==> src/rtl/pong_pkg.sv <==
// Shared definitions for the Pong match sequencer: state codes, winner codes, BCD helpers.
package pong_pkg;

  typedef enum logic [2:0] {
    ST_IDLE  = 3'd0,
    ST_SERVE = 3'd1,
    ST_PLAY  = 3'd2,
    ST_POINT = 3'd3,
    ST_OVER  = 3'd4,
    ST_PAUSE = 3'd5
  } state_e;

  localparam logic [1:0] WIN_NONE = 2'b00;
  localparam logic [1:0] WIN_P1   = 2'b01;
  localparam logic [1:0] WIN_P2   = 2'b10;

  localparam int BCD_W = 4;

  function automatic logic [BCD_W-1:0] bcd_digit(input int v);
    return BCD_W'(v % 10);
  endfunction

endpackage

==> src/rtl/pong_bcd_score.sv <==
// Two-digit BCD score with sync clear/increment; flags when the incremented value hits the target.
module pong_bcd_score
  import pong_pkg::*;
(
  input  logic             clk,
  input  logic             reset,
  input  logic             clr_i,
  input  logic             inc_i,
  input  logic [BCD_W-1:0] tgt_units_i,
  input  logic [BCD_W-1:0] tgt_tens_i,
  output logic [BCD_W-1:0] units_o,
  output logic [BCD_W-1:0] tens_o,
  output logic             hit_next_o
);

  logic [BCD_W-1:0] units_q, tens_q;
  logic [BCD_W-1:0] units_inc, tens_inc;

  always_comb begin
    if (units_q == BCD_W'(9)) begin
      units_inc = '0;
      tens_inc  = (tens_q == BCD_W'(9)) ? '0 : tens_q + BCD_W'(1);
    end else begin
      units_inc = units_q + BCD_W'(1);
      tens_inc  = tens_q;
    end
  end

  // Compared against the post-increment value so the caller can decide the win in the same cycle.
  assign hit_next_o = (units_inc == tgt_units_i) && (tens_inc == tgt_tens_i);

  always_ff @(posedge clk) begin
    if (reset || clr_i) begin
      units_q <= '0;
      tens_q  <= '0;
    end else if (inc_i) begin
      units_q <= units_inc;
      tens_q  <= tens_inc;
    end
  end

  assign units_o = units_q;
  assign tens_o  = tens_q;

endmodule

==> src/rtl/pong_match_ctrl.sv <==
// Pong match sequencer: serve/rally/point/game-over flow, BCD scores and winner.
// Optional freeze state compiled in with `define PONG_PAUSE_EN.
module pong_match_ctrl
  import pong_pkg::*;
#(
  parameter int WIN_SCORE    = 7,
  parameter int SERVE_FRAMES = 120,
  parameter int POINT_FRAMES = 60
) (
  input  logic       clk,
  input  logic       reset,
  input  logic       frame_tick,
  input  logic       start,
  input  logic       pause,
  input  logic       score1,
  input  logic       score2,
  output logic       ball_hold,
  output logic       ball_run,
  output logic       paddle_en,
  output logic       serve_dir,
  output logic [3:0] p1_units,
  output logic [3:0] p1_tens,
  output logic [3:0] p2_units,
  output logic [3:0] p2_tens,
  output logic [1:0] winner,
  output logic [2:0] state
);

  localparam int MAXF = (SERVE_FRAMES > POINT_FRAMES) ? SERVE_FRAMES : POINT_FRAMES;
  localparam int CW   = (MAXF > 1) ? $clog2(MAXF) : 1;
  localparam logic [CW-1:0] SERVE_LD = CW'(SERVE_FRAMES - 1);
  localparam logic [CW-1:0] POINT_LD = CW'(POINT_FRAMES - 1);
  localparam logic [BCD_W-1:0] WIN_U = bcd_digit(WIN_SCORE);
  localparam logic [BCD_W-1:0] WIN_T = bcd_digit(WIN_SCORE / 10);

  state_e        state_q, state_d;
  logic [CW-1:0] cnt_q, cnt_d;
  logic [1:0]    winner_q, winner_d;
  logic          dir_q, dir_d;
  logic          start_q, s1_q, s2_q;
  logic          clr, inc1, inc2, hit1, hit2;
  logic          start_rise, s1_rise, s2_rise;

  assign start_rise = start & ~start_q;
  assign s1_rise    = score1 & ~s1_q;
  assign s2_rise    = score2 & ~s2_q;

`ifdef PONG_PAUSE_EN
  state_e save_q, save_d;
  logic   pause_q, pause_rise;
  assign pause_rise = pause & ~pause_q;
`else
  logic unused_pause;
  assign unused_pause = pause;
`endif

  always_comb begin
    state_d  = state_q;
    cnt_d    = cnt_q;
    winner_d = winner_q;
    dir_d    = dir_q;
    clr      = 1'b0;
    inc1     = 1'b0;
    inc2     = 1'b0;
`ifdef PONG_PAUSE_EN
    save_d   = save_q;
`endif
    case (state_q)
      ST_IDLE, ST_OVER: begin
        if (start_rise) begin
          clr      = 1'b1;
          winner_d = WIN_NONE;
          dir_d    = 1'b0;
          cnt_d    = SERVE_LD;
          state_d  = ST_SERVE;
        end
      end
      ST_SERVE, ST_POINT: begin
`ifdef PONG_PAUSE_EN
        if (pause_rise) begin
          save_d  = state_q;
          state_d = ST_PAUSE;
        end else
`endif
        if (frame_tick) begin
          if (cnt_q == '0) begin
            if (state_q == ST_SERVE) begin
              state_d = ST_PLAY;
            end else begin
              cnt_d   = SERVE_LD;
              state_d = ST_SERVE;
            end
          end else begin
            cnt_d = cnt_q - CW'(1);
          end
        end
      end
      ST_PLAY: begin
        // Player 1 has priority on a simultaneous point; the loser of the point receives the serve.
        if (s1_rise) begin
          inc1  = 1'b1;
          dir_d = 1'b1;
          cnt_d = POINT_LD;
          if (hit1) begin
            winner_d = WIN_P1;
            state_d  = ST_OVER;
          end else begin
            state_d  = ST_POINT;
          end
        end else if (s2_rise) begin
          inc2  = 1'b1;
          dir_d = 1'b0;
          cnt_d = POINT_LD;
          if (hit2) begin
            winner_d = WIN_P2;
            state_d  = ST_OVER;
          end else begin
            state_d  = ST_POINT;
          end
        end
`ifdef PONG_PAUSE_EN
        else if (pause_rise) begin
          save_d  = ST_PLAY;
          state_d = ST_PAUSE;
        end
`endif
      end
`ifdef PONG_PAUSE_EN
      ST_PAUSE: if (pause_rise) state_d = save_q;
`endif
      default: state_d = ST_IDLE;
    endcase
  end

  always_ff @(posedge clk) begin
    if (reset) begin
      state_q  <= ST_IDLE;
      cnt_q    <= '0;
      winner_q <= WIN_NONE;
      dir_q    <= 1'b0;
      start_q  <= 1'b0;
      s1_q     <= 1'b0;
      s2_q     <= 1'b0;
    end else begin
      state_q  <= state_d;
      cnt_q    <= cnt_d;
      winner_q <= winner_d;
      dir_q    <= dir_d;
      start_q  <= start;
      s1_q     <= score1;
      s2_q     <= score2;
    end
  end

`ifdef PONG_PAUSE_EN
  always_ff @(posedge clk) begin
    if (reset) begin
      save_q  <= ST_IDLE;
      pause_q <= 1'b0;
    end else begin
      save_q  <= save_d;
      pause_q <= pause;
    end
  end
`endif

  pong_bcd_score u_p1 (
    .clk(clk), .reset(reset), .clr_i(clr), .inc_i(inc1),
    .tgt_units_i(WIN_U), .tgt_tens_i(WIN_T),
    .units_o(p1_units), .tens_o(p1_tens), .hit_next_o(hit1)
  );

  pong_bcd_score u_p2 (
    .clk(clk), .reset(reset), .clr_i(clr), .inc_i(inc2),
    .tgt_units_i(WIN_U), .tgt_tens_i(WIN_T),
    .units_o(p2_units), .tens_o(p2_tens), .hit_next_o(hit2)
  );

  always_comb begin
    ball_hold = 1'b1;
    ball_run  = 1'b0;
    paddle_en = 1'b0;
    case (state_q)
      ST_SERVE, ST_POINT: paddle_en = 1'b1;
      ST_PLAY: begin
        ball_hold = 1'b0;
        ball_run  = 1'b1;
        paddle_en = 1'b1;
      end
      ST_PAUSE: ball_hold = 1'b0;
      default: ;
    endcase
  end

  assign serve_dir = dir_q;
  assign winner    = winner_q;
  assign state     = state_q;

endmodule

==> config.mk <==
export PLATFORM = sky130hd
export DESIGN_NAME = pong_match_ctrl
export DESIGN_NICKNAME = d
export VERILOG_FILES = /design/src/rtl/pong_pkg.sv /design/src/rtl/pong_bcd_score.sv /design/src/rtl/pong_match_ctrl.sv
export SDC_FILE = /design/constraint.sdc
export NUM_CORES = 1
export LEC_CHECK = 0
export BUFFER_PORTS_ARGS = -buffer_cell sky130_fd_sc_hd__clkbuf_2
export CELL_PAD_IN_SITES_DETAIL_PLACEMENT = 0
export CELL_PAD_IN_SITES_GLOBAL_PLACEMENT = 2
export CORE_AREA = 2 2 81 83
export DETAILED_ROUTE_END_ITERATION = 10
export DIE_AREA = 0 0 83 85
export PLACE_DENSITY_LB_ADDON = 0.12
export SYNTH_ARGS = -nofsm -noshare
export SYNTH_HDL_FRONTEND = slang
export SYNTH_SLANG_ARGS = --single-unit
==> constraint.sdc <==
create_clock -name clk -period 1.8 [get_ports clk]
set_input_delay 0.36 -clock clk [delete_from_list [all_inputs] [get_ports clk]]
set_output_delay 0.36 -clock clk [all_outputs]
set_load 0.02 [all_outputs]
==> run_results.csv <==
group,metric,value,unit
route,first_pass_iters,4,
setup_path,critPathMaxStageDelay,0.52,ns
global_route,grt_pass1_vias,1692,
timing,fin_ws,-0.1264,ns
route,drt_iter0_markers,75,
die,start_util,28.17,%
placed_design,placed_cells,342,
global_route,grt_start_max_net_pins,17,
clocking,htreeDepth,2,
timing,drv_slew,0,
cells_and_area,seqCellArea,648.1,um^2
synth,synth_edf_count,0,
synth,async_flop_share,0,%
cells_and_area,multi_input_area,1145,um^2
synth,ys_ff_latch,32,
route,wl_per_cell,13.75,um
run_status,violations,"negative setup slack",
synth,synthDistinctLibCells,50,
timing,finalClockSkew,0.004470,ns
clocking,cts_root_buf,"clkbuf_8",
hold_path,hold_class,"input port to flip-flop",
setup_path,crit_fanout,5,
setup_path,cp_top_family,"simple AND/OR/NAND/NOR gates",
run_status,status,"finished with violations",
power,power_density,742.6,nW/um^2
setup_path,r2r-start,"cnt_q[0]$_SDFFE_PP0P_",
power,power.total,1.875,mW
global_route,grt_first_pass_wirelength,8321,um
clocking,cts_sinks,32,
route,drt-total-wl,4936,um
cells_and_area,instances_no_fill,359,
clocking,numCtsBuffers,5,
setup_path,critPathLaunch,"cnt_q[0]$_SDFFE_PP0P_",
setup_path,critical_path.endpoint_type,"flip-flop",
timing,setup_viol,7,
route,drcViolationCount,0,
synth,ys_seq_area_share,36.65,%
setup_path,worstPathRequired,1.99,ns
route,num_vias,1741,
placed_design,io_buffers,30,
setup_path,path_cells,"inv_2 -> ha_4 -> or4b_4 -> o41ai_4 -> buf_4 -> nor3_4 -> a21boi_1 -> o32ai_1",
die,row_count,29,
setup_path,critical_path.slowest_cell,"or4b_4",
die,die_area,7055,um^2
setup_path,critPathKind,"flip-flop to flip-flop",
cells_and_area,area_growth,44.45,%
die,core,6205,um^2
timing,period_needed,1.926,ns
hold_path,hp-start,"score2",
clocking,cts_max_path_buffers,2,
placed_design,placed_cell_area,2252,um^2
global_route,track_usage,14.46,%
setup_path,crit_path_start_kind,"flip-flop",
route,postRouteAntennaNets,0,
power,leakagePower,1.037,nW
cells_and_area,layout-drive-gt1-share,40.78,%
clocking,insertion_delay,0.28,ns
route,viasPerCell,4.850,
timing,rsz0062_at_grt,"true",
flow_run,cap_violations,0,
clocking,cts_tree,"yes",
die,floorplan.die.height,85,um
cells_and_area,finalNetCount,290,
synth,synth_area,1748,um^2
cells_and_area,stdcell_area,2525,um^2
synth,synthFlopType,"dfxtp_1",
die,ios,32,
synth,synth_warnings,0,
timing,hold_viol,0,
timing,finalCritPeriodShare,107.0,%
placed_design,dp_slack,-0.1829,ns
clocking,clk_transition_reported_paths,0.07,ns
global_route,grt-ovfl-total,0,
timing,fmax,519.1,MHz
synth,netlist_instances,210,
power,max-vdd-ir-drop,0.0003496,V
timing,slew_headroom,78.43,%
setup_path,critPathArrivalTime,2.11,ns
placed_design,place_congestion,0.6981,
global_route,antenna_found_initial,0,
cells_and_area,fin_util,40.69,%
cells_and_area,diodes,0,
synth,syn-num-nets,218,
setup_path,crit_buf_inv,2,
synth,syn_area_per_cell,8.323,um^2
timing,worst_slew_pin_slew,0.3155,ns
die,die_w,83,um
cells_and_area,fillCellCount,659,
placed_design,dpl.hpwl,3586,um
## registers in the layout, indices dropped and copies added, names as in the netlist, 2 cells and up
name and flops:
winner 2, cnt_q 7, state 3, u_p1.tens_o 4, u_p2.tens_o 4, u_p1.units_o 4, u_p2.units_o 4
## worst paths after layout
| check | to | slack, ns | cells after the start |
|---|---|---|---|
| setup / recovery | cnt_q[3]$_SDFFE_PP0P_ | -0.13 | 8 |
| hold / removal | s2_q$_SDFF_PP0_ | 0.31 | 2 |
| setup reg to reg | cnt_q[3]$_SDFFE_PP0P_ | -0.13 | 8 |
| hold reg to reg | serve_dir$_SDFFE_PP0P_ | 0.48 | 2 |
## power by group
| group | switching, mW | internal, mW |
|---|---|---|
| Sequential | 0.0348 | 0.744 |
| Combinational | 0.247 | 0.247 |
| Clock | 0.261 | 0.341 |
## cell type report
| cell class | count | share of cell area, % |
|---|---|---|
| Timing Repair Buffer | 74 | 20.32 |
| Sequential cell | 32 | 25.67 |
| Inverter | 7 | 1.041 |
| Multi-Input combinational cell | 162 | 45.34 |
| Tap cell | 77 | 3.816 |
| Clock buffer | 7 | 3.816 |
## synth_stat cells, types with 2 or more instances
cell	instances	area share, %
nor4_1	2	0.72
inv_1	6	1.3
nand3_1	7	2.0
or3_1	6	2.1
o21bai_1	2	0.86
xor2_1	6	3.0
nor2b_1	13	4.7
o21ai_0	11	3.1
a21oi_1	19	5.4
o32ai_1	3	1.5
nor3_2	2	1.1
nor2_1	15	3.2
or2_2	3	1.1
dfxtp_1	32	37
clkbuf_1	7	1.5
nand2_1	15	3.2
a31oi_1	5	1.8
nor3_1	4	1.1
nor4b_1	2	1.0
xnor2_1	6	3.0
buf_6	2	1.3
nor3b_1	2	0.86
nand2b_1	13	4.7
## metal layers
metal	vias up	share of wire (%)	track usage [%]	routed length [um]
met5	-	0	0	0
met4	0	2.1	5.514	104
met3	10	3.1	3.502	154
met2	25	47	24.12	2332
met1	815	47	18.13	2344
li1	891	-	-	-
## stage by stage
| stage | hold slack [ns] | TNS, ns |
|---|---|---|
| after floorplan | 0.4478 | -0.6688 |
| after global placement | 0.4710 | -1.063 |
| after detailed placement | 0.4740 | -1.176 |
| after CTS | 0.3057 | -0.7385 |
| after global routing | 0.3209 | -1.417 |
| final | 0.3136 | -0.6696 |
## placed cells by master (no fill, tap or decap), drive strengths merged, types with 2 or more instances in the layout
| master | count |
|---|---|
| nor4 | 3 |
| o21ai | 11 |
| nand2 | 15 |
| inv | 7 |
| xnor2 | 6 |
| nor3 | 7 |
| o32ai | 3 |
| nor3b | 2 |
| xor2 | 6 |
| dfxtp | 32 |
| a21oi | 19 |
| buf | 46 |
| nand3 | 7 |
| nor2 | 16 |
| or3 | 6 |
| a31oi | 5 |
| nand2b | 13 |
| or4b | 2 |
| or2 | 3 |
| clkbuf | 35 |
| nor2b | 13 |
| o21bai | 2 |
| nor4b | 2 |
## repair_timing
item / in CTS / in global routing
buffers inserted: 2 / 8
hold buffers: 0 / 0
gates resized for setup: 11 / 20
pin swaps: 4 / 8
setup endpoints to repair: 17 / 20
## kinds of logic (layout without fill, tap and decap cells)
kind of cell	count (synthesis)	count (layout)	share of synthesized area (%)
buffers and inverters	16	88	4.295
DFF	32	32	36.65
and+or+nand+nor	98	98	33.86
xor gates and xnor gates	12	12	6.013
AOI/OAI and AO/OA	51	51	18.47
adders and majority gates	1	1	0.7157
(Power assumes the default switching activity.)
